===== src/rtl/gpu_avm_bridge.sv =====
// gpu_avm_bridge: converts GPU VRAM word requests into Avalon-MM burst
// transactions. Writes are issued one beat per GPU handshake, and reads
// return data to the GPU one cycle after each Avalon beat. A read that
// stalls for too long is abandoned. Protocol violations are flagged in
// sticky status bits.
module gpu_avm_bridge #(
    parameter logic [31:0] BASE_ADDR  = 32'h0000_0000,
    parameter int          RD_TIMEOUT = 255
) (
    input  logic        clk,
    input  logic        i_rst,
    // GPU side
    input  logic [16:0] i_targetAddr,
    input  logic [2:0]  i_burstLength,
    input  logic        i_writeEnableMem,
    input  logic        i_readEnableMem,
    input  logic [63:0] i_dataMem,
    input  logic [7:0]  i_byteEnableMem,
    output logic        o_busyMem,
    output logic        o_dataValidMem,
    output logic [63:0] o_dataMem,
    // Avalon-MM master
    output logic [31:0] avm_address,
    output logic [2:0]  avm_burstcount,
    output logic        avm_read,
    output logic        avm_write,
    output logic [63:0] avm_writedata,
    output logic [7:0]  avm_byteenable,
    input  logic        avm_waitrequest,
    input  logic        avm_readdatavalid,
    input  logic [63:0] avm_readdata,
    // status
    output logic        o_protoErr,
    output logic        o_timeout
);

    // The counter only needs to reach RD_TIMEOUT-1 before the abort fires.
    localparam int TW = (RD_TIMEOUT < 2) ? 1 : $clog2(RD_TIMEOUT + 1);

    typedef enum logic [2:0] {
        IDLE     = 3'd0,
        WR_ISSUE = 3'd1,
        WR_GAP   = 3'd2,
        RD_ISSUE = 3'd3,
        RD_DATA  = 3'd4
    } state_t;

    state_t         state_q;
    logic [31:0]    addr_q;
    logic [2:0]     bcnt_q;
    logic [2:0]     rem_q;
    logic [63:0]    wdata_q;
    logic [7:0]     be_q;
    logic [TW-1:0]  tcnt_q;
    logic [63:0]    rdata_q;
    logic           dvalid_q;
    logic           busy_q;
    logic           rd_q;
    logic           wr_q;
    logic           perr_q;
    logic           tout_q;

    logic [2:0]     beats_d;
    logic [31:0]    addr_d;
    logic           tmo_hit;

    // A zero burst length means a single beat. The word address becomes a
    // byte address and is added to the window base, wrapping at 2^32.
    assign beats_d = (i_burstLength == 3'd0) ? 3'd1 : i_burstLength;
    assign addr_d  = BASE_ADDR + {12'd0, i_targetAddr, 3'b000};
    assign tmo_hit = (tcnt_q == TW'(RD_TIMEOUT - 1));

    // Bridge FSM. All outputs are registered and updated together with the state.
    always_ff @(posedge clk or posedge i_rst) begin
        if (i_rst) begin
            state_q  <= IDLE;
            addr_q   <= '0;
            bcnt_q   <= '0;
            rem_q    <= '0;
            wdata_q  <= '0;
            be_q     <= '0;
            tcnt_q   <= '0;
            rdata_q  <= '0;
            dvalid_q <= 1'b0;
            busy_q   <= 1'b0;
            rd_q     <= 1'b0;
            wr_q     <= 1'b0;
            perr_q   <= 1'b0;
            tout_q   <= 1'b0;
        end else begin
            dvalid_q <= 1'b0;
            // Read data with no read outstanding is dropped. This includes
            // beats from a burst that was cut short by reset.
            if (avm_readdatavalid && (state_q != RD_DATA)) begin
                perr_q <= 1'b1;
            end
            case (state_q)
                IDLE: begin
                    if (i_writeEnableMem) begin
                        addr_q   <= addr_d;
                        bcnt_q   <= beats_d;
                        rem_q    <= beats_d;
                        wdata_q  <= i_dataMem;
                        be_q     <= i_byteEnableMem;
                        wr_q     <= 1'b1;
                        busy_q   <= 1'b1;
                        state_q  <= WR_ISSUE;
                        // The write wins. The simultaneous read is lost.
                        if (i_readEnableMem) begin
                            perr_q <= 1'b1;
                        end
                    end else if (i_readEnableMem) begin
                        addr_q  <= addr_d;
                        bcnt_q  <= beats_d;
                        rd_q    <= 1'b1;
                        busy_q  <= 1'b1;
                        state_q <= RD_ISSUE;
                    end
                end
                WR_ISSUE: begin
                    if (!avm_waitrequest) begin
                        rem_q   <= rem_q - 3'd1;
                        wr_q    <= 1'b0;
                        busy_q  <= 1'b0;
                        state_q <= (rem_q == 3'd1) ? IDLE : WR_GAP;
                    end
                end
                WR_GAP: begin
                    // Mid-burst, only the next write beat is legal.
                    if (i_readEnableMem) begin
                        perr_q <= 1'b1;
                    end
                    if (i_writeEnableMem) begin
                        wdata_q <= i_dataMem;
                        be_q    <= i_byteEnableMem;
                        wr_q    <= 1'b1;
                        busy_q  <= 1'b1;
                        state_q <= WR_ISSUE;
                    end
                end
                RD_ISSUE: begin
                    if (!avm_waitrequest) begin
                        rd_q    <= 1'b0;
                        rem_q   <= bcnt_q;
                        tcnt_q  <= '0;
                        state_q <= RD_DATA;
                    end
                end
                RD_DATA: begin
                    if (avm_readdatavalid) begin
                        rdata_q  <= avm_readdata;
                        dvalid_q <= 1'b1;
                        rem_q    <= rem_q - 3'd1;
                        tcnt_q   <= '0;
                        if (rem_q == 3'd1) begin
                            busy_q  <= 1'b0;
                            state_q <= IDLE;
                        end
                    end else if (tmo_hit) begin
                        tout_q  <= 1'b1;
                        busy_q  <= 1'b0;
                        state_q <= IDLE;
                    end else begin
                        tcnt_q <= tcnt_q + 1'b1;
                    end
                end
                default: begin
                    rd_q    <= 1'b0;
                    wr_q    <= 1'b0;
                    busy_q  <= 1'b0;
                    state_q <= IDLE;
                end
            endcase
        end
    end

    assign o_busyMem      = busy_q;
    assign o_dataValidMem = dvalid_q;
    assign o_dataMem      = rdata_q;
    assign avm_address    = addr_q;
    assign avm_burstcount = bcnt_q;
    assign avm_read       = rd_q;
    assign avm_write      = wr_q;
    assign avm_writedata  = wdata_q;
    assign avm_byteenable = be_q;
    assign o_protoErr     = perr_q;
    assign o_timeout      = tout_q;

endmodule


===== config.mk =====
export PLATFORM = sky130hd
export DESIGN_NAME = gpu_avm_bridge
export DESIGN_NICKNAME = d
export VERILOG_FILES = /design/src/rtl/gpu_avm_bridge.sv
export SDC_FILE = /design/constraint.sdc
export NUM_CORES = 1
export LEC_CHECK = 0
export BUFFER_PORTS_ARGS = -buffer_cell sky130_fd_sc_hd__buf_4
export CELL_PAD_IN_SITES_DETAIL_PLACEMENT = 0
export CELL_PAD_IN_SITES_GLOBAL_PLACEMENT = 1
export CORE_MARGIN = 2
export CORE_UTILIZATION = 36
export DETAILED_ROUTE_END_ITERATION = 8
export GPL_ROUTABILITY_DRIVEN = 0
export PLACE_DENSITY_LB_ADDON = 0.1
export SLEW_MARGIN = 20
export SYNTH_ARGS = -nofsm -noshare
export SYNTH_HDL_FRONTEND = slang
export SYNTH_SLANG_ARGS = --single-unit

===== constraint.sdc =====
create_clock -name clk -period 6.1 [get_ports clk]
set_input_delay 0.305 -clock clk [delete_from_list [all_inputs] [get_ports clk]]
set_output_delay 0.305 -clock clk [all_outputs]
set_load 0.01 [all_outputs]

# [Yosys cells after proc, flatten, opt, wreduce, memory -nomap -nowiden]
# Index checks and enable logic that the tools add are counted.
[op_classes] addsub=2 eq_ne=19 mux=41 bitwise_logic=4 n_reduce_logical=19
[ops] operator="32-bit two-way mux" count=2
[ops] operator="3-bit two-way mux" count=15
[ops] operator="8-bit two-way mux" count=3
[ops] operator="8-bit case mux with 2 select lines" count=1
[ops] operator="3-bit != test, second input constant" count=5
[ops] operator="3-bit case mux with 5 select lines" count=1
[ops] operator="2-bit != test, second input constant" count=7
[ops] operator="1-bit two-way mux" count=13
[ops] operator="3-bit case mux with 4 select lines" count=1
[ops] operator="6-bit AND reduction" count=2
[ops] operator="3-bit AND reduction" count=3
[ops] operator="8-bit by 1-bit adder with 8-bit output, second input constant" count=1
[ops] operator="8-bit == test, second input constant" count=1
[ops] operator="3-bit by 1-bit == test with 1-bit output, second input constant" count=2
[ops] operator="3-bit by 2-bit == test with 1-bit output, second input constant" count=2
[ops] operator="3-bit logical NOT" count=2
[ops] operator="1-bit case mux with 3 select lines" count=2
[ops] operator="2-bit AND reduction" count=3
[ops] operator="1-bit case mux with 5 select lines" count=1
[ops] operator="5-bit AND reduction" count=1
[ops] operator="1-bit NOT" count=4
[ops] operator="4-bit AND reduction" count=1
[ops] operator="2-bit nonzero test" count=2
[ops] operator="4-bit nonzero test" count=1
[ops] operator="8 further kinds" count=9
[totals] reg_bits=191 word_cells=99

# [Longest topological paths before layout]
# Gate-level depths: netlist of the first run.
[depth] word_depth=6 depth_mapped=6

# [Worst setup path after synthesis of the first run]
# OpenSTA, ideal clock, no wires.
[synth_path] path_kind="reg-to-reg" from="reg state_q[1]" to="reg rdata_q[10] (netlist: o_dataMem[10])" setup_time_ps=125 arrival_time_ps=1543 required_time_ps=5975 slack_ps=4432 path_stages_with_launch=6 path_buffers=2 period_less_slack_ps=1668 path_cell_list="dfrtp_1 -> nor3b_4 -> and2_1 -> buf_4 -> buf_4 -> mux2_2"
[synth_between] elab_chain_len=2
[synth_lines] item="start, declared" line_no="48" source="state_t state_q;"
[synth_lines] item="start signal, assigned" line_no="125" source="state_q <= (rem_q == 3'd1) ? IDLE : WR_GAP;"
[synth_lines] item="3-bit == test" line_no="97" source="case (state_q)"
[synth_lines] item="2-bit AND reduction (no source line)"
[synth_lines] item="end signal, assigned" line_no="151" source="rdata_q <= avm_readdata;"
[synth_lines] item="end, declared" line_no="55" source="logic [63:0] rdata_q;"
# Every way passes these cells.
# A chain may end at the register's enable or synchronous reset.

# [Worst setup path after layout of the first run]
[layout_path] from="reg state_q[0]" to="reg rdata_q[36] (netlist: o_dataMem[36])"
# Same word-level chain as after synthesis.

==> flow_summary.yaml, run 1 <==
global_routing:
  grt_max_degree: 103
  grt_pass1_wl_um: 29630
  grtUsageTotal: 0.1804
  grt_pass1_vias: 5377
  grt_antenna_before_repair: 0
  gr-total-overflow: 0
logic_synthesis:
  synth_area_um2: 7172
  netlist_instances: 487
  synthTopCellsByArea: "dfrtp_1 (61%), mux2_2 (24%), buf_4 (2.2%)"
  ys.flop_type: "dfrtp_1"
  yosysTopAreaCellShare: 0.6141
  synth_top_area_cell: "dfrtp_1"
  synth_common_cells: "dfrtp_1 (176), mux2_2 (150), buf_4 (21)"
  yosysMostFrequentCell: "dfrtp_1"
  async_flop_share: 1.000
  synth_area_per_cell_um2: 14.73
  synth-seq-cells: 176
  synth_cell_type_count: 56
  synth_edf_count: 0
  yosysSeqAreaShare: 0.6141
  synth_warnings: 0
clock_network:
  clock-sinks: 176
  cts_setup_buffers: 0
  cts_max_level: 4
  cts_hold_buf: 0
  ctsRootBufferMaster: "clkbuf_16"
  cts_resized: 0
  cts_tree: "done"
  clkLatencyLatePin_ns: 0.43
  path_clk_slew_ns: 0.07
  cts.path.max_buffers: 2
  numCtsBuffers: 17
finish:
  drive_gt1_frac: 0.6326
  area_growth_pct: 44.21
  diodes: 0
  final_nets: 976
  fin_area_um2: 10340
worst_setup_path:
  cp_top_family: "simple AND/OR/NAND/NOR gates"
  cp-start-kind: "flip-flop"
  endpoint_kind: "flip-flop"
  max_stage_delay_ns: 0.66
  path_cells: "nor3b_4 -> and2_2 -> buf_4 -> mux2_2"
  cp_slowest_cell: "dfrtp_1"
  worst-setup-path-type: "reg2reg"
  crit_arrival_ns: 2.85
  crit_fanout: 62
  cp.required_ns: 6.41
  path_buf_inv: 1
timing:
  maxSlewHeadroom: 0.3662
  slew_violations: 0
  worst_slack_ns: 3.558
  fin_crit_ns: 2.542
  hold_viol: 0
  finalSetupTns_ns: 0
  tightest_slew_ns: 0.9508
  worst_clock_skew_ns: 0.008201
  rsz0062_at_grt: "no"
  setup_viol: 0
  clock.fmax_mhz: 393.3
  fin_crit_sh: 0.4168
floorplan:
  die_area_um2: 21070
  io_pins: 339
  die_w_um: 145.1
  core_area_um2: 19530
  rows: 51
  initial_core_util: 0.3673
  fp.dieH_um: 145.1
detailed_routing:
  postRouteAntennaNets: 0
  drt_iter0_markers: 167
  firstDrtPassIters: 5
  viasPerCell: 4.707
  routed_wl_um: 18850
  route.detailed.drc: 0
  wl_per_cell_um: 17.34
  vias: 5117
flow_run:
  cap_violations: 0
outcome:
  run_status: "completed"
placed_design:
  post-place-ws_ns: 3.567
  dpl.hpwl_um: 14110
  placed_cell_area_um2: 9778
  port_buffers: 323
power:
  max-vdd-ir-drop_mv: 0.2594
  powerDensity_nw_per_um2: 520.6
  leakage_nw: 4.973
worst_hold_path:
  hold_path.class: "in2async"
-- where the power goes --
part	internal (mW)	total (mW)	switching (mW)
clock	0.587	1.05	0.463
sequential	1.73	2.09	0.355
combinational	1.31	2.25	0.939
-- sequential cells by signal (all words and copies together) (netlist names), 3 cells and up --
name and flops:
state_q 3, tcnt_q 8, avm_writedata 64, avm_address 17, avm_byteenable 8, rem_q 3, avm_burstcount 3, o_dataMem 64
-- worst register-to-register path, cell delays in order, from the launching register on --
cell and delay [ns]:
dfrtp_1 0.66, nor3b_4 0.41, and2_2 0.26, buf_4 0.61, mux2_2 0.50
-- logic make-up after synthesis --
| kind of cell | count (synthesis) | share of synthesized area |
|---|---|---|
| AOI/OAI and AO/OA | 48 | 0.04554 |
| buffers and inverters | 47 | 0.03803 |
| other | 1 | 0.0005229 |
| DFF | 176 | 0.6141 |
| and+or+nand+nor | 52 | 0.04606 |
| muxes | 157 | 0.2463 |
| xor gates and xnor gates | 2 | 0.002443 |
| adders and majority gates | 4 | 0.006979 |
-- placed cells by master, fill, tap and decap left out, types with 2 or more instances in the layout --
cell and instances:
clkbuf_16 17, clkbuf_1 2, inv_1 9, clkinv_4 2
nor3_1 2, nand3_1 4, clkbuf_8 2, nor3_4 2
o31a_1 2, nand3b_1 2, dfrtp_1 176, buf_4 326
conb_1 15, clkinvlp_4 4, nor2_1 10, o21ai_0 12
o31ai_1 3, nor4_1 2, a21oi_1 6, o211ai_1 3
a21boi_1 2, ha_1 4, mux2_1 6, inv_6 4
or2_2 5, nand2b_1 2, nand2_1 8, a31o_2 2
mux2_2 150, o22ai_1 5, nor2b_1 3, nand4_1 2
-- cell type report --
class / instances / area [µm²]
multi-input cells: 278 / 2549
repair buffers: 326 / 2447
fillers: 1752 / 9184
flip-flops and latches: 176 / 4404
inverters: 11 / 46.29
clock inverters: 10 / 103.9
well taps: 265 / 331.6
clock buffers: 21 / 460.4
-- stage by stage --
step	utilization	power [mW]	cells	hold slack (ns)
after floorplan	-	3.203	501	0.4397
after global placement	0.5008	4.338	1056	0.4556
after detailed placement	0.5008	4.395	1056	0.4602
after CTS	0.5297	5.464	1087	0.07203
after global routing	0.5297	5.714	1087	0.07476
final	0.5297	5.384	1087	0.05716
-- routing by layer --
| metal | part of all wire | GRT usage | wire [µm] | vias up |
|---|---|---|---|---|
| met1 | 0.37 | 0.1942 | 6993 | 2518 |
| met4 | 0.022 | 0.06961 | 412 | 0 |
| li1 | - | - | - | 2358 |
| met3 | 0.099 | 0.08019 | 1865 | 25 |
| met5 | 0 | 0 | 0 | - |
| met2 | 0.51 | 0.3119 | 9575 | 216 |
-- path summary, 6_finish.rpt --
kind / startpoint / endpoint / slack [ns] / cells after the start
min: i_rst / avm_writedata[34]$_DFFE_PP0P_ / 0.06 / 2
max in group asynchronous: i_rst / o_dataMem[42]$_DFFE_PP0P_ / 4.47 / 3
max: state_q[0]$_DFFE_PP0P_ / o_dataMem[36]$_DFFE_PP0P_ / 3.56 / 4
min reg2reg: o_timeout$_DFFE_PP0P_ / o_timeout$_DFFE_PP0P_ / 0.48 / 1
max reg2reg: state_q[0]$_DFFE_PP0P_ / o_dataMem[36]$_DFFE_PP0P_ / 3.56 / 4
min in group clk: i_dataMem[48] / avm_writedata[48]$_DFFE_PP0P_ / 0.09 / 2
Note: power is estimated with default switching activity, not from simulation.
==> run 2, diff against run 1 <==
ABC_AREA = 1   (was not set)
CORE_UTILIZATION = 31   (was 36)
clock period = 2.25 ns   (was 6.1 ns; I/O delays follow)
==> run 2 against run 1 <==
  * Sequential share of layout area is 6.3 points lower
  * Combinational power rose to 2.8 times the previous value
  * Die area rose by 16%
  * Synthesized area grew 0.40%
  * Worst hold slack lost 0.022 ns
  * Via count grew 26%
  * Sequential power increased to 2.6 times the previous value
  * Largest power group unchanged
==> flow_summary.yaml, run 2 <==
clock_network:
  cts_setup_buffers: 0
  numCtsBuffers: 17
  cts.path.max_buffers: 2
  clkLatencyLatePin_ns: 0.42
  clock-sinks: 176
  cts_tree: "done"
  ctsRootBufferMaster: "clkbuf_16"
  cts_resized: 0
  cts_hold_buf: 158
  cts_max_level: 4
  path_clk_slew_ns: 0.07
floorplan:
  die_area_um2: 24460
  initial_core_util: 0.3171
  rows: 55
  die_w_um: 156.4
  io_pins: 339
  core_area_um2: 22710
  fp.dieH_um: 156.4
global_routing:
  grt_max_degree: 74
  grt_pass1_vias: 6565
  grt_pass1_wl_um: 33870
  grtUsageTotal: 0.1770
  gr-total-overflow: 0
  grt_antenna_before_repair: 0
outcome:
  run_status: "completed"
placed_design:
  port_buffers: 323
  dpl.hpwl_um: 14940
power:
  powerDensity_nw_per_um2: 1233
  leakage_nw: 6.236
  max-vdd-ir-drop_mv: 0.4957
  total_power_mw: 14.98
finish:
  nFillCells: 2075
  final_nets: 1362
  diodes: 0
  final_common_cell: "buf_4"
  drive_gt1_frac: 0.3681
  mostFrequentLayoutCells: "buf_4 (329), nand2_1 (315), dfrtp_1 (176), dlygate4sd3_1 (158), mux2_2 (66)"
  final_util: 0.5349
  area_growth_pct: 68.69
timing:
  tightest_slew_ns: 0.5064
  clock.fmax_mhz: 560.6
  fin_crit_sh: 0.7928
  fin_crit_ns: 1.784
  slew_violations: 0
  hold_viol: 0
  setup_viol: 0
  finalSetupTns_ns: 0
  rsz0062_at_grt: "no"
  maxSlewHeadroom: 0.6617
  worst_clock_skew_ns: 0.006971
worst_setup_path:
  critPathLaunch: "state_q[1]$_DFFE_PP0P_"
  cp.required_ns: 2.57
  reg2regPathDepth: 7
  worst-setup-path-type: "reg2reg"
  crit_fanout: 42
  cp-start-kind: "flip-flop"
  cp-endpoint: "o_dataMem[54]$_DFFE_PP0P_"
  r2r_start: "state_q[1]$_DFFE_PP0P_"
  crit_arrival_ns: 2.10
  rrSetupSlack_ns: 0.47
  endpoint_kind: "flip-flop"
  reg2reg_to: "o_dataMem[54]$_DFFE_PP0P_"
detailed_routing:
  routed_wl_um: 21670
  vias: 6443
  route.detailed.drc: 0
  viasPerCell: 4.313
  firstDrtPassIters: 4
  drt_iter0_markers: 236
  postRouteAntennaNets: 0
  wl_per_cell_um: 14.50
logic_synthesis:
  synth_common_cells: "nand2_1 (315), dfrtp_1 (176), mux2_2 (66)"
  synth_warnings: 0
  yosysTopAreaCellShare: 0.6116
  async_flop_share: 1.000
  synthTopCellsByArea: "dfrtp_1 (61%), nand2_1 (16%), mux2_2 (10%)"
  synth_area_um2: 7201
  synth_cell_type_count: 28
  ys.flop_type: "dfrtp_1"
  yosysSeqAreaShare: 0.6116
  synth_top_area_cell: "dfrtp_1"
  synth_area_per_cell_um2: 10.14
  synth-seq-cells: 176
  netlist_instances: 710
  synth_edf_count: 0
  yosysMostFrequentCell: "nand2_1"
worst_hold_path:
  hold_depth: 4
  hold_path.class: "in2reg"
  min-delay-start: "i_burstLength[0]"
flow_run:
  cap_violations: 0
-- run 2: cell types whose count changed in the layout (fill, tap and decap cells not counted), moves of 4 or more --
cell,previous run,this run
nand2_1,8,315
buf_12,0,6
mux2_2,150,66
dlygate4sd3_1,0,158
inv_2,0,5
o22ai_1,5,0
or2_2,5,1
nor2_1,10,22
inv_1,9,23
nand3_1,4,18
-- run 2: layout make-up --
class                           count  area (µm²)  area share
Inverter                           29       112.6    0.009271
Timing Repair Buffer              493        4172      0.3434
Sequential cell                   176        4404      0.3626
Clock buffer                       18       429.2     0.03533
Tap cell                          285       356.6     0.02936
Multi-Input combinational cell    479        2481      0.2043
Clock inverter                     14       191.4     0.01576
-- run 2: how the worst min path moves through the flow --
stage | end | slack [ns]
floorplan | avm_address[10]$_DFFE_PP0P_ | 0.22
global placement | avm_writedata[14]$_DFFE_PP0P_ | 0.19
detailed placement | avm_writedata[14]$_DFFE_PP0P_ | 0.19
CTS | avm_burstcount[0]$_DFFE_PP0P_ | 0.02
global route | avm_burstcount[0]$_DFFE_PP0P_ | 0.05
finish | avm_burstcount[0]$_DFFE_PP0P_ | 0.04
-- run 2: metal layers --
metal / GRT usage / up-vias / share of wire
met2: 0.3027 / 247 / 0.48
met5: 0 / - / 0
met1: 0.2032 / 2993 / 0.41
met4: 0.06073 / 0 / 0.018
li1: - / 3178 / -
met3: 0.06729 / 25 / 0.092
-- run 2: cell families after synthesis --
kind of cell | Yosys count | synth area share
flops | 176 | 0.6116
mux | 72 | 0.1126
buf+inv | 69 | 0.05178
compound gates | 21 | 0.01633
simple gates | 366 | 0.1990
fa+ha+maj | 4 | 0.006951
other cells | 1 | 0.0005208
xor+xnor | 1 | 0.001217
-- run 2: critical path: stages, from the launching register on --
cell and delay (ns):
dfrtp_1 0.44, inv_2 0.18, nand3_2 0.23, nor2_4 0.20, inv_2 0.21, buf_12 0.26
nand2_1 0.08, nand2_1 0.05
-- run 2: report_power, final --
group          switching (mW)  internal [mW]  leakage [nW]
clock                    1.37           1.79         0.298
sequential              0.818           4.63          2.15
combinational            3.07           3.30          3.78
total                    5.26           9.72          6.24
-- run 2: per-stage QoR --
| step | hold slack [ns] | setup slack [ns] | cells | area, µm² |
|---|---|---|---|---|
| after floorplan | 0.2221 | -0.1151 | 724 | 7257 |
| after global placement | 0.1854 | 0.5263 | 1304 | 9945 |
| after detailed placement | 0.1863 | 0.4935 | 1304 | 9945 |
| after CTS | 0.01742 | 0.4681 | 1494 | 12150 |
| after global routing | 0.04625 | 0.3548 | 1494 | 12150 |
| final | 0.03544 | 0.4662 | 1494 | 12150 |
